==> config.mk <==
export PLATFORM = sky130hd
export DESIGN_NAME = mel_log2
export DESIGN_NICKNAME = d
export VERILOG_FILES = /design/src/rtl/mfcc_pkg.sv /design/src/rtl/mel_log2_lzc32.sv /design/src/rtl/mel_log2.sv
export SDC_FILE = /design/constraint.sdc
export NUM_CORES = 1
export LEC_CHECK = 0
export ABC_AREA = 0
export CORE_MARGIN = 10
export CORE_UTILIZATION = 35
export CTS_CLUSTER_SIZE = 40
export DETAILED_ROUTE_END_ITERATION = 10
export PLACE_DENSITY_LB_ADDON = 0.15
export SLEW_MARGIN = 10
export SYNTH_ARGS = -nofsm -noshare
export SYNTH_HDL_FRONTEND = slang
export SYNTH_SLANG_ARGS = --single-unit
==> constraint.sdc <==
create_clock -name clk -period 6.9 [get_ports clk]
set_clock_uncertainty 0.2 [all_clocks]
set_input_delay 1.38 -clock clk [delete_from_list [all_inputs] [get_ports clk]]
set_output_delay 1.38 -clock clk [all_outputs]
set_load 0.005 [all_outputs]
==> src/rtl/mfcc_pkg.sv <==
// mfcc_pkg
//   Shared constants and types for the MFCC front end (log stage and DCT).
//   Contents:
//     NUM_BANDS / IN_W / FRAC_W / LUT_BITS - pipeline geometry
//     LOG2_LUT  - 65-entry table, L[k] = round(log2(1 + k/64) * 1024)
//     q5_10_t   - signed Q5.10 log2 value carried to the DCT
//     lut_read  - bounded table read helper
package mfcc_pkg;

  localparam int NUM_BANDS = 40;
  localparam int IN_W      = 32;
  localparam int FRAC_W    = 10;
  localparam int LUT_BITS  = 6;
  localparam int LUT_SIZE  = (1 << LUT_BITS) + 1;
  localparam int BAND_W    = 6;

  typedef logic signed [15:0] q5_10_t;

  // Entry 64 is the top interpolation endpoint, so the table has 2^LUT_BITS + 1 entries.
  localparam logic [10:0] LOG2_LUT [LUT_SIZE] = '{
    11'd0,    11'd23,   11'd45,   11'd68,   11'd90,   11'd111,  11'd132,  11'd153,
    11'd174,  11'd194,  11'd214,  11'd234,  11'd254,  11'd273,  11'd292,  11'd311,
    11'd330,  11'd348,  11'd366,  11'd384,  11'd402,  11'd419,  11'd436,  11'd454,
    11'd470,  11'd487,  11'd504,  11'd520,  11'd536,  11'd552,  11'd568,  11'd584,
    11'd599,  11'd614,  11'd629,  11'd644,  11'd659,  11'd674,  11'd689,  11'd703,
    11'd717,  11'd731,  11'd745,  11'd759,  11'd773,  11'd787,  11'd800,  11'd813,
    11'd827,  11'd840,  11'd853,  11'd866,  11'd879,  11'd891,  11'd904,  11'd916,
    11'd929,  11'd941,  11'd953,  11'd965,  11'd977,  11'd989,  11'd1001, 11'd1012,
    11'd1024
  };

  function automatic logic [10:0] lut_read(input logic [6:0] k);
    return (k > 7'd64) ? 11'd0 : LOG2_LUT[k];
  endfunction

endpackage

==> src/rtl/mel_log2_lzc32.sv <==
// lzc32
//   Combinational leading-one detector for a 32-bit word.
//   Ports:
//     data_i - word to scan
//     pos_o  - bit index of the most significant one (0 when data_i == 0)
//     nz_o   - high when data_i has at least one bit set
module lzc32 (
  input  logic [31:0] data_i,
  output logic [4:0]  pos_o,
  output logic        nz_o
);

  // Scan upward so the highest set bit is the last one to win.
  always_comb begin
    pos_o = '0;
    for (int k = 0; k < 32; k++) begin
      if (data_i[k]) pos_o = 5'(k);
    end
  end

  assign nz_o = |data_i;

endmodule

==> src/rtl/mel_log2.sv <==
// mel_log2
//   Log-compression stage of the MFCC pipeline. Converts each unsigned mel
//   energy into a Q5.10 log2 value through a 3-stage pipeline (normalise,
//   table lookup, linear interpolation) and tags it with its band index.
//   Ports:
//     clk, rst_n          - clock; synchronous active-high reset (1 = reset)
//     s_valid/s_ready     - input handshake
//     s_data, s_last      - energy and end-of-frame marker (band NUM_BANDS-1)
//     m_valid/m_ready     - output handshake towards the DCT
//     m_data              - Q5.10 log2 value, never negative
//     m_band, m_last      - band tag carried with the sample; last band flag
//     frame_err           - sticky framing error
module mel_log2
  import mfcc_pkg::*;
(
  input  logic            clk,
  input  logic            rst_n,
  input  logic            s_valid,
  output logic            s_ready,
  input  logic [IN_W-1:0] s_data,
  input  logic            s_last,
  output logic            m_valid,
  input  logic            m_ready,
  output logic [15:0]     m_data,
  output logic [5:0]      m_band,
  output logic            m_last,
  output logic            frame_err
);

  localparam logic [BAND_W-1:0] LAST_BAND = BAND_W'(NUM_BANDS - 1);

  logic              advance;
  logic              accept;
  logic [4:0]        leadPos;
  logic              nonZero;
  logic [31:0]       normWord;
  logic [11:0]       mantTop;
  logic [BAND_W-1:0] bandCnt_q, bandCnt_d;
  logic              err_q, err_d;

  logic              s1Valid_q;
  logic [4:0]        s1Exp_q;
  logic [5:0]        s1Idx_q, s1Rem_q;
  logic [BAND_W-1:0] s1Band_q;

  logic              s2Valid_q;
  logic [4:0]        s2Exp_q;
  logic [10:0]       s2Lo_q, s2Hi_q;
  logic [5:0]        s2Rem_q;
  logic [BAND_W-1:0] s2Band_q;

  logic              mValid_q;
  logic [15:0]       mData_q, mData_d;
  logic [BAND_W-1:0] mBand_q;
  logic              mLast_q;
  logic [16:0]       interp;
  logic [9:0]        frac;

  // The whole pipeline moves as one; a full output register blocks every stage.
  assign advance = !mValid_q || m_ready;
  assign s_ready = advance && !rst_n;
  assign accept  = s_valid && s_ready;

  lzc32 u_lzc (
    .data_i (s_data),
    .pos_o  (leadPos),
    .nz_o   (nonZero)
  );

  // Shifting left by 31-e puts the leading one at bit 31; the 12 bits below it
  // are the table index and interpolation weight. Short words shift in zeros.
  assign normWord = s_data << (~leadPos);
  assign mantTop  = nonZero ? 12'(normWord >> 19) : 12'd0;

  // Band counter resynchronises on any accepted s_last as well as on the last band.
  always_comb begin
    bandCnt_d = bandCnt_q;
    err_d     = err_q;
    if (accept) begin
      if (s_last != (bandCnt_q == LAST_BAND)) err_d = 1'b1;
      bandCnt_d = (s_last || bandCnt_q == LAST_BAND) ? '0 : bandCnt_q + 1'b1;
    end
  end

  // Interpolation step is at most 23, so the product never exceeds 17 bits.
  always_comb begin
    interp  = (17'(s2Hi_q - s2Lo_q) * 17'(s2Rem_q)) >> 6;
    frac    = 10'(17'(s2Lo_q) + interp);
    mData_d = {1'b0, s2Exp_q, frac};
  end

  always_ff @(posedge clk) begin
    if (rst_n) begin
      bandCnt_q <= '0;
      err_q     <= 1'b0;
      s1Valid_q <= 1'b0;
      s1Exp_q   <= '0;
      s1Idx_q   <= '0;
      s1Rem_q   <= '0;
      s1Band_q  <= '0;
      s2Valid_q <= 1'b0;
      s2Exp_q   <= '0;
      s2Lo_q    <= '0;
      s2Hi_q    <= '0;
      s2Rem_q   <= '0;
      s2Band_q  <= '0;
      mValid_q  <= 1'b0;
      mData_q   <= '0;
      mBand_q   <= '0;
      mLast_q   <= 1'b0;
    end else begin
      bandCnt_q <= bandCnt_d;
      err_q     <= err_d;
      if (advance) begin
        s1Valid_q <= accept;
        s1Exp_q   <= leadPos;
        s1Idx_q   <= mantTop[11:6];
        s1Rem_q   <= mantTop[5:0];
        s1Band_q  <= bandCnt_q;

        s2Valid_q <= s1Valid_q;
        s2Exp_q   <= s1Exp_q;
        s2Lo_q    <= lut_read({1'b0, s1Idx_q});
        s2Hi_q    <= lut_read({1'b0, s1Idx_q} + 7'd1);
        s2Rem_q   <= s1Rem_q;
        s2Band_q  <= s1Band_q;

        mValid_q  <= s2Valid_q;
        mData_q   <= mData_d;
        mBand_q   <= s2Band_q;
        mLast_q   <= (s2Band_q == LAST_BAND);
      end
    end
  end

  assign m_valid   = mValid_q;
  assign m_data    = mData_q;
  assign m_band    = mBand_q;
  assign m_last    = mLast_q;
  assign frame_err = err_q;

endmodule

==> results.md <==
* Outcome: completed
* Ports at 63
* Placed Cells at 1709
* RSZ-0062 raised after global routing: yes
* GRT Resource Usage Total at between 15 and 20%
* Maximum vdd drop at 0.000174 V
* Max Slew Vio Count at 0
* YS warnings at 0
* Gate Count Post-Synth at approximately 1300
* Vias in the first global route at a little under 9000
* Worst hold path type: flop to flop
* Worst path max stage delay at roughly 0.55 ns
* DR DRC count at 0
* Leakage power at 4.87 nW
* Power Dens Cells at 263 mW/mm2
* Share of the synthesized area in the top cell type at 19.1%
* Post-synth EDFFs at 0
* Antenna-violating nets left at 0
* Synth Area per Inst at 7.52 um2
* WL final at between 20000 and 30000 um
* Grt total ovfl at 0
* Final hold violation count at 0
* Fin area at 0.0115 mm2
* DR iter-0 viols at 729
* Slew headroom at 31.3%
* TNS Setup at 0 ns
* Top_reg_cell synth: dfxtp_1
* Via-per-instance ratio at 5.31
* Crit path DAT at 6.92 ns
* Final setup viols at 0
* Chip Width at 187 um
* Clock Latency Late Sink at 0.35 ns
* Async SR Flop Fraction at 0%
* Crit path kind: flop to flop
* Least-Margin Pin Slew at a little over 1 ns
* CP startpoint kind: flop
* Slowest-stage cell, CP: fa_1
* Final cell count without fillers at approximately 1700
* Initial antenna violation count at 0
* Netlist cell types at 77
* Crit Path Max Fanout at 5
* Clock buffer count from CTS at 9
* Top cells by area, synth: dfxtp_1, fa_1, ha_1
* H-tree levels at 3
* Register bit count reported by yosys at 93
* CTS max path bufs at 2
* CTS tree: yes
* Fill cells at 2879
* Vert. Die Dim at 187 um
* Via count at about 9200
* Register area share after synthesis at 19.1%
* Post-Syn Nets at ~1400
* Layout cell share with drive strength beyond 1 at 12.0%
* Clk slew on worst S/H paths at ~0.070 ns
* Core Area at 0.0272 mm2
* P&R area growth vs syn at 18.5%
* Clock sinks at 93
* Placer congestion estimate at about 0.88
* Die Area at 0.0349 mm2
* Wire per inst at 16.4 um
* Row Count at 60
* Hpwl dp at between 20000 and 25000 um
* Starting Density at 35.8%
* Req. time, crit path at 6.96 ns
* IO buf count at 61
* Top cell type by total area after synthesis: dfxtp_1
* Period Utilization, post-route at 99.4%
* Antenna cells at 0
* Max cap viols at 0
* Fmax at 146 MHz
* Largest net degree at the start of global routing at 68
* First-pass GRT wire length at 46300 um
* Root Buffer: clkbuf_16
* Post-Syn Area at 0.00973 mm2
* Final Critical Period at 6.86 ns
* First-pass iteration count of the detailed router at 5
* Cell Area, Placed at about 0.011 mm2
* Setup crit end kind: flop
* Layout Nets at 1506
## registers in the layout (all words and copies together) (netlist names)
register	cells
m_data	15
s2Hi_q	11
s2Lo_q	10
bandCnt_q	6
m_band	6
s1Band_q	6
s1Idx_q	6
s1Rem_q	6
s2Band_q	6
s2Rem_q	6
s1Exp_q	5
s2Exp_q	5
frame_err	1
m_last	1
m_valid	1
s1Valid_q	1
s2Valid_q	1
## critical path, delay by kind of cell, from the launching register on
| kind | cells | cell delay, ns |
|---|---|---|
| AOI/OAI and AO/OA | 8 | 1.30 |
| and+or+nand+nor | 5 | 0.89 |
| buffers and inverters | 5 | 0.35 |
| DFF | 1 | 0.32 |
| adders and majority gates | 8 | 3.03 |
| xor gates and xnor gates | 4 | 0.68 |
## power by group
part | total [W] | leakage (nW) | internal (W) | switching, W
Clock | 0.000500 | 0.144 | 0.000257 | 0.000244
Combinational | 0.00188 | 3.96 | 0.000920 | 0.000964
Sequential | 0.000643 | 0.766 | 0.000595 | 0.0000479
## per-stage QoR
| step | utilization, % | setup slack (ns) | total power (W) | hold WS [ns] |
|---|---|---|---|---|
| finish | 42.4 | 0.0408 | 0.00303 | 0.247 |
| global route | 42.4 | -0.311 | 0.00329 | 0.267 |
| CTS | 41.7 | 0.00161 | 0.00291 | 0.250 |
| detailed placement | 40.3 | -0.345 | 0.00236 | 0.241 |
| global placement | 40.3 | -0.180 | 0.00234 | 0.233 |
| floorplan | - | 0.0442 | 0.00174 | 0.223 |
## placed cells by master (no fill, tap or decap), types with 9 or more instances in the layout
cell and count:
fa_1 41, a211oi_1 25, mux2i_1 58, xnor2_1 28, ha_1 63, mux2_2 12, clkbuf_16 9, nor2_1 97
nor3_1 26, nand4_1 11, o21ai_0 58, nand2_1 197, o211ai_1 22, nand2b_1 9, a21o_1 10, and2_1 40
a31oi_1 14, o21ai_1 12, nand3_1 20, a21oi_1 113, xor2_1 9, buf_4 71, clkdlybuf4s50_1 60, inv_1 81
dfxtp_1 91, nor2b_1 15
## cell usage after synthesis, drive strengths merged (11+ instances only)
master and instances:
nor3 29, a21oi 120, nand3 21, a31oi 14, ha 68, buf 19, nand4 11, and2 43
nand2 198, nor2 102, o21ai 71, mux2 15, inv 85, o211ai 22, fa 44, a211oi 27
xnor2 31, dfxtp 93, mux2i 58, clkbuf 62, nor2b 17
## logic make-up after synthesis
logic type	share of synthesized area, %
xor+xnor	3.92
buf+inv	6.94
compound gates	22.1
other cells	0.0385
simple gates	21.8
fa+ha+maj	17.8
mux	8.28
flops	19.1
## what timing repair did
action                     4_1_cts  5_1_grt
hold buffers                     0        0
setup buffers                    2        7
gates resized for setup         15       36
setup endpoints to repair        2        4
pin swaps                       14       37
## layer usage
metal	vias up	part of all wire, %	wire length (um)	GRT usage (%)
li1	4639	-	-	-
met1	4352	49	14000	22.0
met2	189	46	13200	25.5
met3	22	3.7	1040	1.47
met4	0	0.75	212	2.61
met5	-	0	0	0
## area by class of cell
class / instances / area (um2) / area share [%]
sequential: 93 / 1860 / 16.2
inverter: 87 / 327 / 2.83
clock buffer: 9 / 225 / 1.95
timing repair buffer: 133 / 1150 / 9.97
multi-input combinational: 1033 / 7420 / 64.4
clock inverter: 7 / 75.1 / 0.651
tap: 372 / 465 / 4.04
## worst paths after layout
| check | from | to | slack, ns | cells after the start |
|---|---|---|---|---|
| setup / recovery | s2Hi_q[0]$_SDFFE_PP0N_ | m_data[9]$_SDFFE_PP0N_ | 0.04 | 30 |
| hold / removal | s1Valid_q$_SDFFE_PP0N_ | s1Valid_q$_SDFFE_PP0N_ | 0.25 | 2 |
| setup reg to reg | s2Hi_q[0]$_SDFFE_PP0N_ | m_data[9]$_SDFFE_PP0N_ | 0.04 | 30 |
| hold reg to reg | s1Valid_q$_SDFFE_PP0N_ | s1Valid_q$_SDFFE_PP0N_ | 0.25 | 2 |
(Power assumes the default switching activity.)
